File: src/rtl/serial_sub_unit.sv
// serial_sub_unit: bit-serial WIDTH-bit subtractor
// one full-subtract cell reused LSB-first over WIDTH cycles
module fsub_cell (
  input  logic x_i,
  input  logic y_i,
  input  logic bin_i,
  output logic d_o,
  output logic b_o
);
  assign d_o = x_i ^ y_i ^ bin_i;
  assign b_o = (~x_i & y_i) | (~(x_i ^ y_i) & bin_i);
endmodule

module serial_sub_unit #(
  parameter int WIDTH = 8
) (
  input  logic             clk,
  input  logic             rst_n,
  input  logic             in_valid,
  output logic             in_ready,
  input  logic [WIDTH-1:0] x,
  input  logic [WIDTH-1:0] y,
  input  logic             bin,
  output logic             out_valid,
  input  logic             out_ready,
  output logic [WIDTH-1:0] diff,
  output logic             bout,
  output logic             busy
);
  localparam int CW = $clog2(WIDTH);
  localparam logic [CW-1:0] LAST = CW'(WIDTH - 1);

  typedef enum logic [1:0] {
    IDLE  = 2'd0,
    SHIFT = 2'd1,
    DONE  = 2'd2
  } state_e;

  state_e           state_q, state_d;
  logic [WIDTH-1:0] acc_q, acc_d;
  logic [WIDTH-1:0] x_q, x_d;
  logic [WIDTH-1:0] y_q, y_d;
  logic             brw_q, brw_d;
  logic [CW-1:0]    cnt_q, cnt_d;
  logic [WIDTH-1:0] diff_q, diff_d;
  logic             bout_q, bout_d;

  logic             cell_d, cell_b;
  logic [WIDTH-1:0] acc_nx;

  fsub_cell u_cell (
    .x_i  (x_q[0]),
    .y_i  (y_q[0]),
    .bin_i(brw_q),
    .d_o  (cell_d),
    .b_o  (cell_b)
  );

  assign acc_nx = {cell_d, acc_q[WIDTH-1:1]};

  always_ff @(posedge clk) begin
    if (!rst_n) begin
      state_q <= IDLE;
      acc_q   <= '0;
      x_q     <= '0;
      y_q     <= '0;
      brw_q   <= 1'b0;
      cnt_q   <= '0;
      diff_q  <= '0;
      bout_q  <= 1'b0;
    end else begin
      state_q <= state_d;
      acc_q   <= acc_d;
      x_q     <= x_d;
      y_q     <= y_d;
      brw_q   <= brw_d;
      cnt_q   <= cnt_d;
      diff_q  <= diff_d;
      bout_q  <= bout_d;
    end
  end

  always_comb begin
    state_d = state_q;
    acc_d   = acc_q;
    x_d     = x_q;
    y_d     = y_q;
    brw_d   = brw_q;
    cnt_d   = cnt_q;
    diff_d  = diff_q;
    bout_d  = bout_q;
    unique case (state_q)
      IDLE: begin
        if (in_valid && in_ready) begin
          x_d     = x;
          y_d     = y;
          brw_d   = bin;
          cnt_d   = '0;
          state_d = SHIFT;
        end
      end
      SHIFT: begin
        acc_d = acc_nx;
        x_d   = {1'b0, x_q[WIDTH-1:1]};
        y_d   = {1'b0, y_q[WIDTH-1:1]};
        brw_d = cell_b;
        // counter holds at LAST; the next load clears it
        if (cnt_q == LAST) begin
          diff_d  = acc_nx;
          bout_d  = cell_b;
          state_d = DONE;
        end else begin
          cnt_d = cnt_q + CW'(1);
        end
      end
      DONE: begin
        if (out_ready) state_d = IDLE;
      end
      default: state_d = IDLE;
    endcase
  end

  assign in_ready  = (state_q == IDLE) & rst_n;
  assign out_valid = (state_q == DONE);
  assign busy      = (state_q != IDLE);
  assign diff      = diff_q;
  assign bout      = bout_q;
endmodule
File: config.mk
export PLATFORM = sky130hd
export DESIGN_NAME = serial_sub_unit
export DESIGN_NICKNAME = d
export VERILOG_FILES = /design/src/rtl/serial_sub_unit.sv
export SDC_FILE = /design/constraint.sdc
export NUM_CORES = 1
export LEC_CHECK = 0
export CELL_PAD_IN_SITES_DETAIL_PLACEMENT = 1
export CELL_PAD_IN_SITES_GLOBAL_PLACEMENT = 2
export CORE_MARGIN = 3
export CORE_UTILIZATION = 37
export DETAILED_ROUTE_END_ITERATION = 7
export DONT_BUFFER_PORTS = 1
export GPL_TIMING_DRIVEN = 0
export MAX_ROUTING_LAYER = met4
export PLACE_DENSITY = 0.85
export REMOVE_ABC_BUFFERS = 1
export SYNTH_ARGS = -nofsm -noshare
export SYNTH_HDL_FRONTEND = slang
export SYNTH_HIERARCHICAL = 1
export SYNTH_SLANG_ARGS = --single-unit
File: constraint.sdc
create_clock -name clk -period 1.5 [get_ports clk]
set_input_delay 0.375 -clock clk [delete_from_list [all_inputs] [get_ports clk]]
set_output_delay 0.375 -clock clk [all_outputs]
set_load 0.01 [all_outputs]
; Word level (Yosys, flattened, before mapping)
; Cells that the tools add are included.
[totals]
out_inout_bits = 12
elab_cells = 45
input_bits = 21
reg_bits = 39
[op_classes]
n_mux = 13
bitwise = 8
addsub = 1
eq_ne = 7
n_reduce_logical = 8
[ops]
columns = cell, n
row1 = $pmux W8 S2, 2
row2 = $mux W8, 2
row3 = $mux W2, 3
row4 = $mux W3, 2
row5 = $ne A2 B2 Y1 const B, 3
row6 = $pmux W2 S3, 1
row7 = $pmux W3 S2, 1
row8 = $reduce_and A3 Y1, 2
row9 = $reduce_and A2 Y1, 2
row10 = $reduce_bool A2 Y1, 2
row11 = $add A3 B1 Y3 const B, 1
row12 = $and A1 B1 Y1, 3
row13 = $eq A3 B3 Y1 const B, 1
row14 = $eq A2 B1 Y1 const B, 1
row15 = $eq A2 B2 Y1 const B, 1
row16 = $logic_not A2 Y1, 1
row17 = $ne A2 B1 Y1 const B, 1
row18 = $not A1 Y1, 2
row19 = $pmux W1 S2, 1
row20 = $xor A1 B1 Y1, 2
row21 = $logic_and A1 B1 Y1, 1
row22 = $mux W1, 1
row23 = $or A1 B1 Y1, 1

; Depth between registers and ports, before layout
; Gate-level depths: netlist of the first run.
[logic_depth]
depth_word = 5
mapped_depth = 6
ltp_nobuf = 5

; Cells and area by module
; Netlist of the first run, hierarchy kept.
[by_module_without_submodules]
columns = mod, instances, area_each_um2, seq_area_each_um2, cells_per_inst
row1 = serial_sub_unit, 1, 1849.3, 760.7, 214
row2 = fsub_cell, 1, 31.3, 0.0, 4

; Worst setup path before layout of the first run
; No wires, ideal clock.
[synth_path]
path_kind = register -> register
start = register cnt_q[0]
end = register diff_q[2] (netlist: diff[2])
required_ns = 1.424
stages_incl_launch_ff = 7
slack_ns = 0.236
n_path_buf = 1
arrival_time_ns = 1.188
path_cell_list = dfxtp_1 > ha_1 > ha_1 > buf_2 > nand3b_4 > nand2_1 > a21boi_0
[synth_via]
elab_chain_len = 2
[synth_rtl]
columns = item, line_no
row1 = from (decl), 44  ; logic [CW-1:0] cnt_q, cnt_d;
row2 = from (signal assigned), 77  ; cnt_q <= cnt_d;
row3 = $eq A3 B3 Y1, 108  ; if (cnt_q == LAST) begin
row4 = $reduce_and A2 Y1 (no source line), n/a
row5 = to (signal assigned), 78  ; diff_q <= diff_d;
row6 = to (decl), 45  ; logic [WIDTH-1:0] diff_q, diff_d;
; No other way between the ends.
; A chain may end at the register's enable or synchronous reset.

; Worst setup path after layout of the first run
[layout_path]
start = register state_q[0]
end = output in_ready
[layout_via]
elab_chain_len = 2
[layout_rtl]
columns = item, line_no
row1 = from (decl), 39  ; state_e state_q, state_d;
row2 = from (signal assigned), 72  ; state_q <= state_d;
row3 = $logic_not A2 Y1, 123  ; assign in_ready = (state_q == IDLE) & rst_n;
row4 = $and A1 B1 Y1, 123
row5 = to (decl), 20  ; output logic in_ready,
; No other way between the ends.

==> impl_results.md, run 1 <==
- Crit Path Class: flop to primary output
- FF-to-FF setup slack: 0.16 ns
- Max VDD drop: 0.418 mV
- First-pass GRT wire length: 7.12 mm
- Placed wire-length estimate: 2.46 mm
- Crit path DAT: 1.07 ns
- Seq/Total Area, Yosys: 0.405
- Worst Skew: 0.00282 ns
- Die height: 77.3 µm
- Status: finished, final reports clean
- Reg clk slew, reported paths: 0.07 ns
- Routed len/inst: 15.2 µm
- Top post-synthesis cells by area: dfxtp_1 40%, nand2_1 11%, o311ai_0 7.0%
- Slew headroom: 0.713
- Yosys top cell area share: 0.405
- Vias per cell: 5.37
- Synth cell types: 33
- DR pass1 iterations: 4
- Worst min path class: input pin to flop
- Num rows: 25
- Tcrit/Tclk final: 0.965
- Worst setup margin: 0.0520 ns
- Final instance area: 0.00204 mm²
- Most common cell after layout, fill and taps aside: nand2_1
- Fin. Hold Viols: 0
- Commonest non-fill, non-tap cells in the layout: 53 x nand2_1, 36 x dfxtp_1, 16 x nand2b_1
- Worst slew pin tran: 0.429 ns
- Final Max Slew Viols: 0
- Post-Syn Area: 0.00188 mm²
- Worst Path Max Fanout: 15
- Fin util: 0.424
- Total Wirelength: 4.33 mm
- Num CTS Buffers: 5
- Synthesized area per cell: 8.63 µm²
- Pleak: 0.730 nW
- Initial detailed-routing violation count: 63
- Number of synthesized flops with an enable pin: 0
- Multi-input gate area: 997 µm²
- Cell accounting for the most synthesized area: dfxtp_1
- Largest net degree at the start of global routing: 41
- Chip width: 77.3 µm
- Synth Warn #: 6
- Nets: 240
- Congestion Overflow GR: 0
- Longest Clk Path Bufs: 2
- Max Cap Viol: 0
- Achievable clock frequency: 691 MHz
- IO Port Bufs: 0
- Synth-to-layout area growth: 8.65%
- Root Buffer: clkbuf_8
- Placed cell areas: 0.00182 mm²
- Hold_buf cts: 0
- Initial antenna violation count: 0
- Antenna cells: 0
- GP Congestion: 0.653
- Clock period minus worst slack: 1.45 ns
- GRT Total Usage: 0.153
- Crit path launch type: flop
- CTS tree: yes
- Drt drc: 0
- Vias in the first global route: 1536
- Die area: 0.00597 mm²
- Endpoint class of the critical path: primary output
- Share of layout cells above drive strength 1: 0.134
- PwrDens: 992 mW/mm²
- Final setup fails: 0
- Clock sink count: 38
- IO Count: 33
- Most used DFF post-synth: dfxtp_1
- # fillers: 594
- Mapped Cells: 218
- Core Area: 0.00482 mm²
- Htree depth: 2
- Post-synthesis async set-or-reset flop share: 0
- Clk Latency, worst-skew pair: 0.29 ns
- Antenna Nets Post-Route: 0
- Register area: 768 µm²
- Starting density of the core: 0.390
- Worst Path Required: 1.12 ns
- Unrepaired setup endpoints after global routing: false
- #FFs+latches synth: 38
- Setup WS pre-CTS: -0.676 ns
- Routed vias: 1526
-- metal layers --
layer	vias to the layer above	GRT usage	wire length [µm]
li1	755	-	-
met2	33	0.248	2050
met4	0	0.0587	66
met5	-	-	0
met3	6	0.0399	199
met1	732	0.182	2010
-- cell usage after synthesis (2+ instances only) --
| master | instances |
|---|---|
| nor2b_1 | 5 |
| nand3_1 | 9 |
| and4bb_2 | 2 |
| buf_2 | 5 |
| nand2b_1 | 16 |
| a32oi_1 | 2 |
| buf_4 | 3 |
| buf_6 | 7 |
| a31oi_1 | 15 |
| inv_1 | 5 |
| ha_1 | 2 |
| nor2_1 | 4 |
| dfxtp_1 | 38 |
| a21boi_0 | 2 |
| o21bai_1 | 2 |
| o311ai_0 | 15 |
| clkbuf_1 | 3 |
| a21boi_1 | 15 |
| nand2_1 | 53 |
| a21oi_1 | 2 |
-- per-stage QoR --
stage	setup TNS, ns	hold slack, ns	total power, mW	cells
2_1_floorplan	-2.30	0.435	1.26	199
3_3_place_gp	-20.82	0.447	1.30	266
3_5_place_dp	-21.83	0.450	1.31	266
4_1_cts	0	0.212	2.05	277
5_1_grt	0	0.207	2.12	284
6_report	0	0.220	2.03	284
-- path summary, 6_finish.rpt --
check                          start                     to  cells after the start
max reg2reg    cnt_q[0]$_SDFFE_PN0P_  cnt_q[0]$_SDFFE_PN0P_                      5
min reg2reg    acc_q[1]$_SDFFE_PN0P_  acc_q[1]$_SDFFE_PN0P_                      2
max          state_q[0]$_SDFFE_PN0P_               in_ready                      2
min                            rst_n  cnt_q[0]$_SDFFE_PN0P_                      1
-- cells by family (layout without fill, tap and decap cells) --
group,after synthesis,count (layout),synth area share
buf+inv,24,22,0.0858
fa+ha+maj,3,3,0.0240
simple gates,96,97,0.261
flops,38,38,0.405
compound gates,57,57,0.225
-- critical path, cell delays in order (launching register included) --
cell     delay [ns]
dfxtp_4        0.42
nor2_2         0.16
and2_1         0.20
-- where the power goes --
group          total, mW  leakage (nW)  switching [mW]  internal (mW)
sequential          1.10         0.313          0.0407           1.06
clock              0.734        0.0482           0.363          0.371
combinational      0.196         0.369           0.108         0.0872
total               2.03         0.730           0.512           1.51
-- cell type report --
| type | instances | share of cell area |
|---|---|---|
| Multi-Input combinational cell | 157 | 0.488 |
| Sequential cell | 38 | 0.376 |
| Clock buffer | 7 | 0.0423 |
| Timing Repair Buffer | 9 | 0.0410 |
| Tap cell | 67 | 0.0410 |
| Inverter | 5 | 0.00919 |
| Clock inverter | 1 | 0.00245 |
-- flip-flops by register name (all words and copies together), names as in the netlist --
signal / count
diff: 8
x_q: 8
y_q: 8
acc_q: 7
cnt_q: 3
state_q: 2
bout: 1
brw_q: 1
-- what timing repair did --
action                                 CTS  global route
gates cloned                             1             0
setup buffers                            2             7
resized for setup                        8             2
setup endpoints to repair               41            17
pin swaps                                0             0
endpoints found under the hold margin    0             0
Note: power is estimated with default switching activity, not from simulation.
==> run 2, diff against run 1 <==
--- a/config.mk
+++ b/config.mk
@@ -5,6 +5,7 @@
 export SDC_FILE = /design/constraint.sdc
 export NUM_CORES = 1
 export LEC_CHECK = 0
+export ABC_CLOCK_PERIOD_IN_PS = 1500
 export CELL_PAD_IN_SITES_DETAIL_PLACEMENT = 1
 export CELL_PAD_IN_SITES_GLOBAL_PLACEMENT = 2
 export CORE_MARGIN = 3
==> results of run 2 <==
Same layout as run 1: the final DEF is identical, and so are final timing and power.
